### src/rtl/tx_chksum_share_arb.sv
`default_nettype none
// +--------------------------------------------------------------------------+
// | tx_chksum_share_arb : round-robin share of one TX checksum engine with   |
// | in-order result steering. Revision 1.0                                   |
// +--------------------------------------------------------------------------+
module tx_chksum_share_arb #(
  parameter int NUM_REQ     = 2,
  parameter int DATA_WIDTH  = 256,
  parameter int KEEP_WIDTH  = DATA_WIDTH / 8,
  parameter int USER_WIDTH  = 64,
  parameter int ORDER_DEPTH = 4
) (
  input  logic                           clk,
  input  logic                           rst,
  // requester command side
  input  logic [NUM_REQ-1:0]             i_src_cmd_val,
  output logic [NUM_REQ-1:0]             o_src_cmd_rdy,
  input  logic [NUM_REQ-1:0]             i_src_cmd_csum_enable,
  input  logic [NUM_REQ*8-1:0]           i_src_cmd_csum_start,
  input  logic [NUM_REQ*8-1:0]           i_src_cmd_csum_offset,
  input  logic [NUM_REQ*16-1:0]          i_src_cmd_csum_init,
  // requester data side
  input  logic [NUM_REQ-1:0]             i_src_tval,
  output logic [NUM_REQ-1:0]             o_src_trdy,
  input  logic [NUM_REQ-1:0]             i_src_tlast,
  input  logic [NUM_REQ*DATA_WIDTH-1:0]  i_src_tdata,
  input  logic [NUM_REQ*KEEP_WIDTH-1:0]  i_src_tkeep,
  input  logic [NUM_REQ*USER_WIDTH-1:0]  i_src_tuser,
  // engine command
  output logic                           o_eng_cmd_val,
  input  logic                           i_eng_cmd_rdy,
  output logic                           o_eng_cmd_csum_enable,
  output logic [7:0]                     o_eng_cmd_csum_start,
  output logic [7:0]                     o_eng_cmd_csum_offset,
  output logic [15:0]                    o_eng_cmd_csum_init,
  // engine data input
  output logic [DATA_WIDTH-1:0]          o_eng_tdata,
  output logic [KEEP_WIDTH-1:0]          o_eng_tkeep,
  output logic [USER_WIDTH-1:0]          o_eng_tuser,
  output logic                           o_eng_tval,
  output logic                           o_eng_tlast,
  input  logic                           i_eng_trdy,
  // engine result stream
  input  logic [DATA_WIDTH-1:0]          i_eng_res_tdata,
  input  logic [KEEP_WIDTH-1:0]          i_eng_res_tkeep,
  input  logic [USER_WIDTH-1:0]          i_eng_res_tuser,
  input  logic                           i_eng_res_tval,
  input  logic                           i_eng_res_tlast,
  output logic                           o_eng_res_trdy,
  // consumers
  output logic [NUM_REQ-1:0]             o_dst_tval,
  output logic [NUM_REQ-1:0]             o_dst_tlast,
  input  logic [NUM_REQ-1:0]             i_dst_trdy,
  output logic [DATA_WIDTH-1:0]          o_dst_tdata,
  output logic [KEEP_WIDTH-1:0]          o_dst_tkeep,
  output logic [USER_WIDTH-1:0]          o_dst_tuser
);

  localparam int ID_W  = (NUM_REQ > 1) ? $clog2(NUM_REQ) : 1;
  localparam int PTR_W = (ORDER_DEPTH > 1) ? $clog2(ORDER_DEPTH) : 1;
  localparam int CNT_W = PTR_W + 1;
  localparam logic [CNT_W-1:0] c_full_cnt = CNT_W'(ORDER_DEPTH);

  typedef enum logic [0:0] {
    ST_IDLE = 1'b0,
    ST_DATA = 1'b1
  } state_t;

  state_t               r_state;
  logic [ID_W-1:0]      r_grant;
  logic [ID_W-1:0]      r_rr_ptr;
  logic [ID_W-1:0]      r_fifo [ORDER_DEPTH];
  logic [PTR_W-1:0]     r_wr_ptr;
  logic [PTR_W-1:0]     r_rd_ptr;
  logic [CNT_W-1:0]     r_count;

  logic [ID_W-1:0]      w_winner;
  logic                 w_any;
  logic                 w_full;
  logic                 w_empty;
  logic [ID_W-1:0]      w_head;
  logic                 w_push;
  logic                 w_pop;
  logic                 w_last_fire;

  // (base + off) mod NUM_REQ; both operands are already below NUM_REQ
  function automatic logic [ID_W-1:0] f_wrap_add(input logic [ID_W-1:0] base, input int off);
    logic [ID_W:0] s;
    s = {1'b0, base} + (ID_W+1)'(off);
    if (s >= (ID_W+1)'(NUM_REQ)) s = s - (ID_W+1)'(NUM_REQ);
    return s[ID_W-1:0];
  endfunction

  assign w_full  = (r_count == c_full_cnt);
  assign w_empty = (r_count == '0);
  assign w_head  = r_fifo[r_rd_ptr];

  // Scan from the farthest candidate back to rr_ptr so the nearest one wins.
  always_comb begin
    w_winner = r_rr_ptr;
    w_any    = 1'b0;
    for (int i = NUM_REQ - 1; i >= 0; i--) begin
      if (i_src_cmd_val[f_wrap_add(r_rr_ptr, i)]) begin
        w_winner = f_wrap_add(r_rr_ptr, i);
        w_any    = 1'b1;
      end
    end
  end

  always_comb begin
    o_eng_cmd_val         = 1'b0;
    o_src_cmd_rdy         = '0;
    o_eng_cmd_csum_enable = 1'b0;
    o_eng_cmd_csum_start  = '0;
    o_eng_cmd_csum_offset = '0;
    o_eng_cmd_csum_init   = '0;
    if (!rst && (r_state == ST_IDLE) && w_any && !w_full) begin
      o_eng_cmd_val           = 1'b1;
      o_src_cmd_rdy[w_winner] = i_eng_cmd_rdy;
      o_eng_cmd_csum_enable   = i_src_cmd_csum_enable[w_winner];
      o_eng_cmd_csum_start    = i_src_cmd_csum_start[32'(w_winner)*8 +: 8];
      o_eng_cmd_csum_offset   = i_src_cmd_csum_offset[32'(w_winner)*8 +: 8];
      o_eng_cmd_csum_init     = i_src_cmd_csum_init[32'(w_winner)*16 +: 16];
    end
  end

  always_comb begin
    o_eng_tval  = 1'b0;
    o_eng_tlast = 1'b0;
    o_eng_tdata = '0;
    o_eng_tkeep = '0;
    o_eng_tuser = '0;
    o_src_trdy  = '0;
    if (!rst && (r_state == ST_DATA)) begin
      o_eng_tval          = i_src_tval[r_grant];
      o_eng_tlast         = i_src_tlast[r_grant];
      o_eng_tdata         = i_src_tdata[32'(r_grant)*DATA_WIDTH +: DATA_WIDTH];
      o_eng_tkeep         = i_src_tkeep[32'(r_grant)*KEEP_WIDTH +: KEEP_WIDTH];
      o_eng_tuser         = i_src_tuser[32'(r_grant)*USER_WIDTH +: USER_WIDTH];
      o_src_trdy[r_grant] = i_eng_trdy;
    end
  end

  always_comb begin
    o_dst_tval     = '0;
    o_dst_tlast    = '0;
    o_eng_res_trdy = 1'b0;
    o_dst_tdata    = '0;
    o_dst_tkeep    = '0;
    o_dst_tuser    = '0;
    if (!rst && !w_empty) begin
      o_dst_tval[w_head]  = i_eng_res_tval;
      o_dst_tlast[w_head] = i_eng_res_tlast;
      o_eng_res_trdy      = i_dst_trdy[w_head];
      o_dst_tdata         = i_eng_res_tdata;
      o_dst_tkeep         = i_eng_res_tkeep;
      o_dst_tuser         = i_eng_res_tuser;
    end
  end

  assign w_push      = o_eng_cmd_val & i_eng_cmd_rdy;
  assign w_pop       = i_eng_res_tval & o_eng_res_trdy & i_eng_res_tlast;
  assign w_last_fire = o_eng_tval & i_eng_trdy & o_eng_tlast;

  always_ff @(posedge clk or posedge rst) begin
    if (rst) begin
      r_state  <= ST_IDLE;
      r_grant  <= '0;
      r_rr_ptr <= '0;
    end else begin
      case (r_state)
        ST_IDLE: begin
          if (w_push) begin
            r_grant <= w_winner;
            r_state <= ST_DATA;
          end
        end
        ST_DATA: begin
          if (w_last_fire) begin
            r_rr_ptr <= f_wrap_add(r_grant, 1);
            r_state  <= ST_IDLE;
          end
        end
        default: r_state <= ST_IDLE;
      endcase
    end
  end

  always_ff @(posedge clk or posedge rst) begin
    if (rst) begin
      r_wr_ptr <= '0;
      r_rd_ptr <= '0;
      r_count  <= '0;
      for (int i = 0; i < ORDER_DEPTH; i++) r_fifo[i] <= '0;
    end else begin
      if (w_push) begin
        r_fifo[r_wr_ptr] <= w_winner;
        r_wr_ptr         <= r_wr_ptr + 1'b1;
      end
      if (w_pop) r_rd_ptr <= r_rd_ptr + 1'b1;
      case ({w_push, w_pop})
        2'b10:   r_count <= r_count + 1'b1;
        2'b01:   r_count <= r_count - 1'b1;
        default: r_count <= r_count;
      endcase
    end
  end

  a_res_while_empty: assert property (@(posedge clk) disable iff (rst) i_eng_res_tval |-> !w_empty);
  a_no_overflow:     assert property (@(posedge clk) disable iff (rst) !(w_push && w_full));
  a_no_underflow:    assert property (@(posedge clk) disable iff (rst) !(w_pop && w_empty));

endmodule
`default_nettype wire
### config.mk
export PLATFORM = sky130hd
export DESIGN_NAME = tx_chksum_share_arb
export DESIGN_NICKNAME = d
export VERILOG_FILES = /design/src/rtl/tx_chksum_share_arb.sv
export SDC_FILE = /design/constraint.sdc
export NUM_CORES = 1
export LEC_CHECK = 0
export ABC_CLOCK_PERIOD_IN_PS = 5100
export CAP_MARGIN = 20
export CORE_AREA = 5 5 741 743
export CTS_BUF_LIST = sky130_fd_sc_hd__clkbuf_16
export DETAILED_ROUTE_END_ITERATION = 10
export DIE_AREA = 0 0 746 748
export GPL_ROUTABILITY_DRIVEN = 1
export PLACE_DENSITY = 0.3
export SYNTH_ARGS = -nofsm -noshare
export SYNTH_HDL_FRONTEND = slang
export SYNTH_SLANG_ARGS = --single-unit
### constraint.sdc
create_clock -name clk -period 5.1 [get_ports clk]
set_clock_uncertainty 0.2 [all_clocks]
set_input_delay 1.02 -clock clk [delete_from_list [all_inputs] [get_ports clk]]
set_output_delay 1.02 -clock clk [all_outputs]
set_load 0.1 [all_outputs]
==> reports/results.ini <==
[status]
status=complete, but fails checks
violations=antenna rules

[power]
power_density_nw_per_um2=508
ir_drop_mv=0.192
fin_total_pwr_uw=22200
power_leakage_uw=0.0152

[global_route]
antenna_found_initial=429
gr-usage-all-layers_pct=13.4
grt_pass1_vias=20100
gr-total-overflow=0
grt_max_degree=109
grt_pass1_wl_um=437000

[floorplan]
initial_core_util_pct=1.65
die_w_um=746
pin_count=1885
core_area_um2=542000
rows=271
die_h_um=748
die_area_um2=558000

[drt]
dr_wl_met3_um=59800
vias=20200
dr_wl_met2_um=179000
routed_wl_um=390000
drtAntennaViolNets=1
topRoutingLayerUsed=met5
wl_met1_um=137000
drcViolationCount=0
wl_per_cell_um=37.0
drtIter0Drc=932
first_pass_iters=5
vias_per_cell=1.92

[clock_tree]
cts_sinks=14
post_cts_buffers=0
cts-buffers-inserted=3
cts_buffer_depth=2
cts_tree=done
clkTransAtPathRegs_ns=0.05
cts_resized=0
htree_levels=1
holdBufCountCts=0
clock-root-buffer=clkbuf_16
insertion_delay_ns=0.25

[synthesis]
yosys_warnings=0
synthTopCellsByArea=mux2i_1 40%, and2_1 25%, nor2_1 15%, dfrtp_1 3.9%, buf_2 3.2%
synthesis.nets=2514
synthesis.area_um2=8920
synth_largest_area_cell=mux2i_1
async_reset_ff_share_pct=100
synth_edf_count=0
synth_cells=1372
yosysSeqAreaShare_pct=3.93
synth_cell_type_count=32
synth_flop_cell=dfrtp_1
yosys_register_bits=14
synthDominantCellAreaShare_pct=40.4
avgSynthCellArea_um2=6.50

[timing]
max_freq_mhz=205
setup_viol=0
rsz0062_at_grt=no
max_slew_margin_pct=18.7
fin_crit_ns=4.89
period_share_pct=95.8
fin_ws_ns=0.213
hold_violations=0
maxSlewViolCount=0
worst_pin_slew_ns=1.20

[finish]
fillers=63100
fin_util_pct=8.08
seqCellArea_um2=354
syn_to_final_growth_pct=391
fin_nets=4382
drive_gt1_share_pct=27.9
multiInputGateArea_um2=8140
instances_no_fill=10500

[worst_hold_path]
hold_path_class=reg2reg
min_path_cells=1

[worst_setup_path]
start_kind=input port
cp.required_ns=3.88
worstRegToRegCells=10
critPathKind=in2out
worstSetupEndpointType=output port
arrival_ns=3.67
crit_path_max_fanout=22

[place]
dp_cells=10500
gp_congestion=1.01
numPortBuffers=1884
hpwlAfterDp_um=377000
place_worst_setup_slack_ns=0.0279

[flow_run]
cap_violations=0

routing by layer:
layer  GRT usage [%]  up-vias
met5               0        -
met4            2.17      114
met3            9.11      690
met2            22.7     2007
met1            13.7     9138
li1                -     8227
cell type report:
cell class | instances | area share (%)
timing repair buffer | 1992 | 59.4
tap | 7234 | 20.7
multi-input combinational | 1221 | 18.6
sequential | 14 | 0.808
antenna | 51 | 0.291
clock buffer | 3 | 0.171
inverter | 8 | 0.0800
clock inverter | 1 | 0.00857
placed cells by master (no fill, tap or decap), drive strengths merged, types with 5 or more instances in the layout:
cell           count
inv                7
and2             353
a21oi             34
mux2               7
ha                 5
nor2             364
diode             51
dfrtp             14
buf              857
clkdlybuf4s50   1135
nand2             71
mux2i            360
power breakdown:
part           internal [uW]  switching, uW
sequential               166            166
clock                    104           51.1
combinational           6330          15400
total                   6600          15600
state kept, by name (all words and copies together) (netlist names):
name	cells
r_fifo	4
r_rr_ptr	1
r_rd_ptr	2
r_wr_ptr	2
r_state	1
r_grant	1
r_count	3
path summary, 6_finish.rpt:
check                           start  slack (ns)                  endpoint
hold reg to reg             r_fifo[3]        0.29                 r_fifo[3]
setup / recovery                  rst        0.21  o_eng_cmd_csum_offset[0]
hold / removal              r_fifo[3]        0.29                 r_fifo[3]
max in group asynchronous         rst        2.77                   r_grant
setup reg to reg           r_count[0]        1.60                r_count[2]
min in group asynchronous         rst        1.45                  r_rr_ptr
cell usage after synthesis, types with 3 or more instances:
master	count
nor2_1	363
mux2i_1	360
and2_1	353
nand2_1	70
clkbuf_1	68
buf_2	57
a21oi_1	34
dfrtp_1	14
inv_1	7
ha_1	5
and3_1	4
nand3_1	4
buf_1	3
mux2_1	3
xor2_1	3
through the flow:
step / setup TNS, ns / hold slack (ns) / cell area [um2]
4_1_cts: 0 / 0.295 / 43700
3_3_place_gp: -0.0599 / 0.285 / 43600
2_1_floorplan: 0 / 0.264 / 8920
5_1_grt: 0 / 0.319 / 43700
3_5_place_dp: 0 / 0.282 / 43600
6_report: 0 / 0.290 / 43800
cell families (layout without fill, tap and decap cells):
family	count (synthesis)	count (layout)	share of synthesized area (%)
AO/OA/AOI/OAI	39	39	2.37
XOR/XNOR	5	5	0.491
adder cells (fa/ha/maj)	6	6	0.925
buffers and inverters	137	2004	6.70
flip-flops	14	14	3.93
multiplexers	367	367	41.3
other	0	51	0
AND/OR/NAND/NOR	804	804	44.2
worst max-delay path: stages:
cell and delay (ns):
clkdlybuf4s50_1 0.71, a2111o_1 0.85, buf_12 0.32, a21oi_1 0.44, buf_12 0.24
Note: power is estimated with default switching activity, not from simulation.
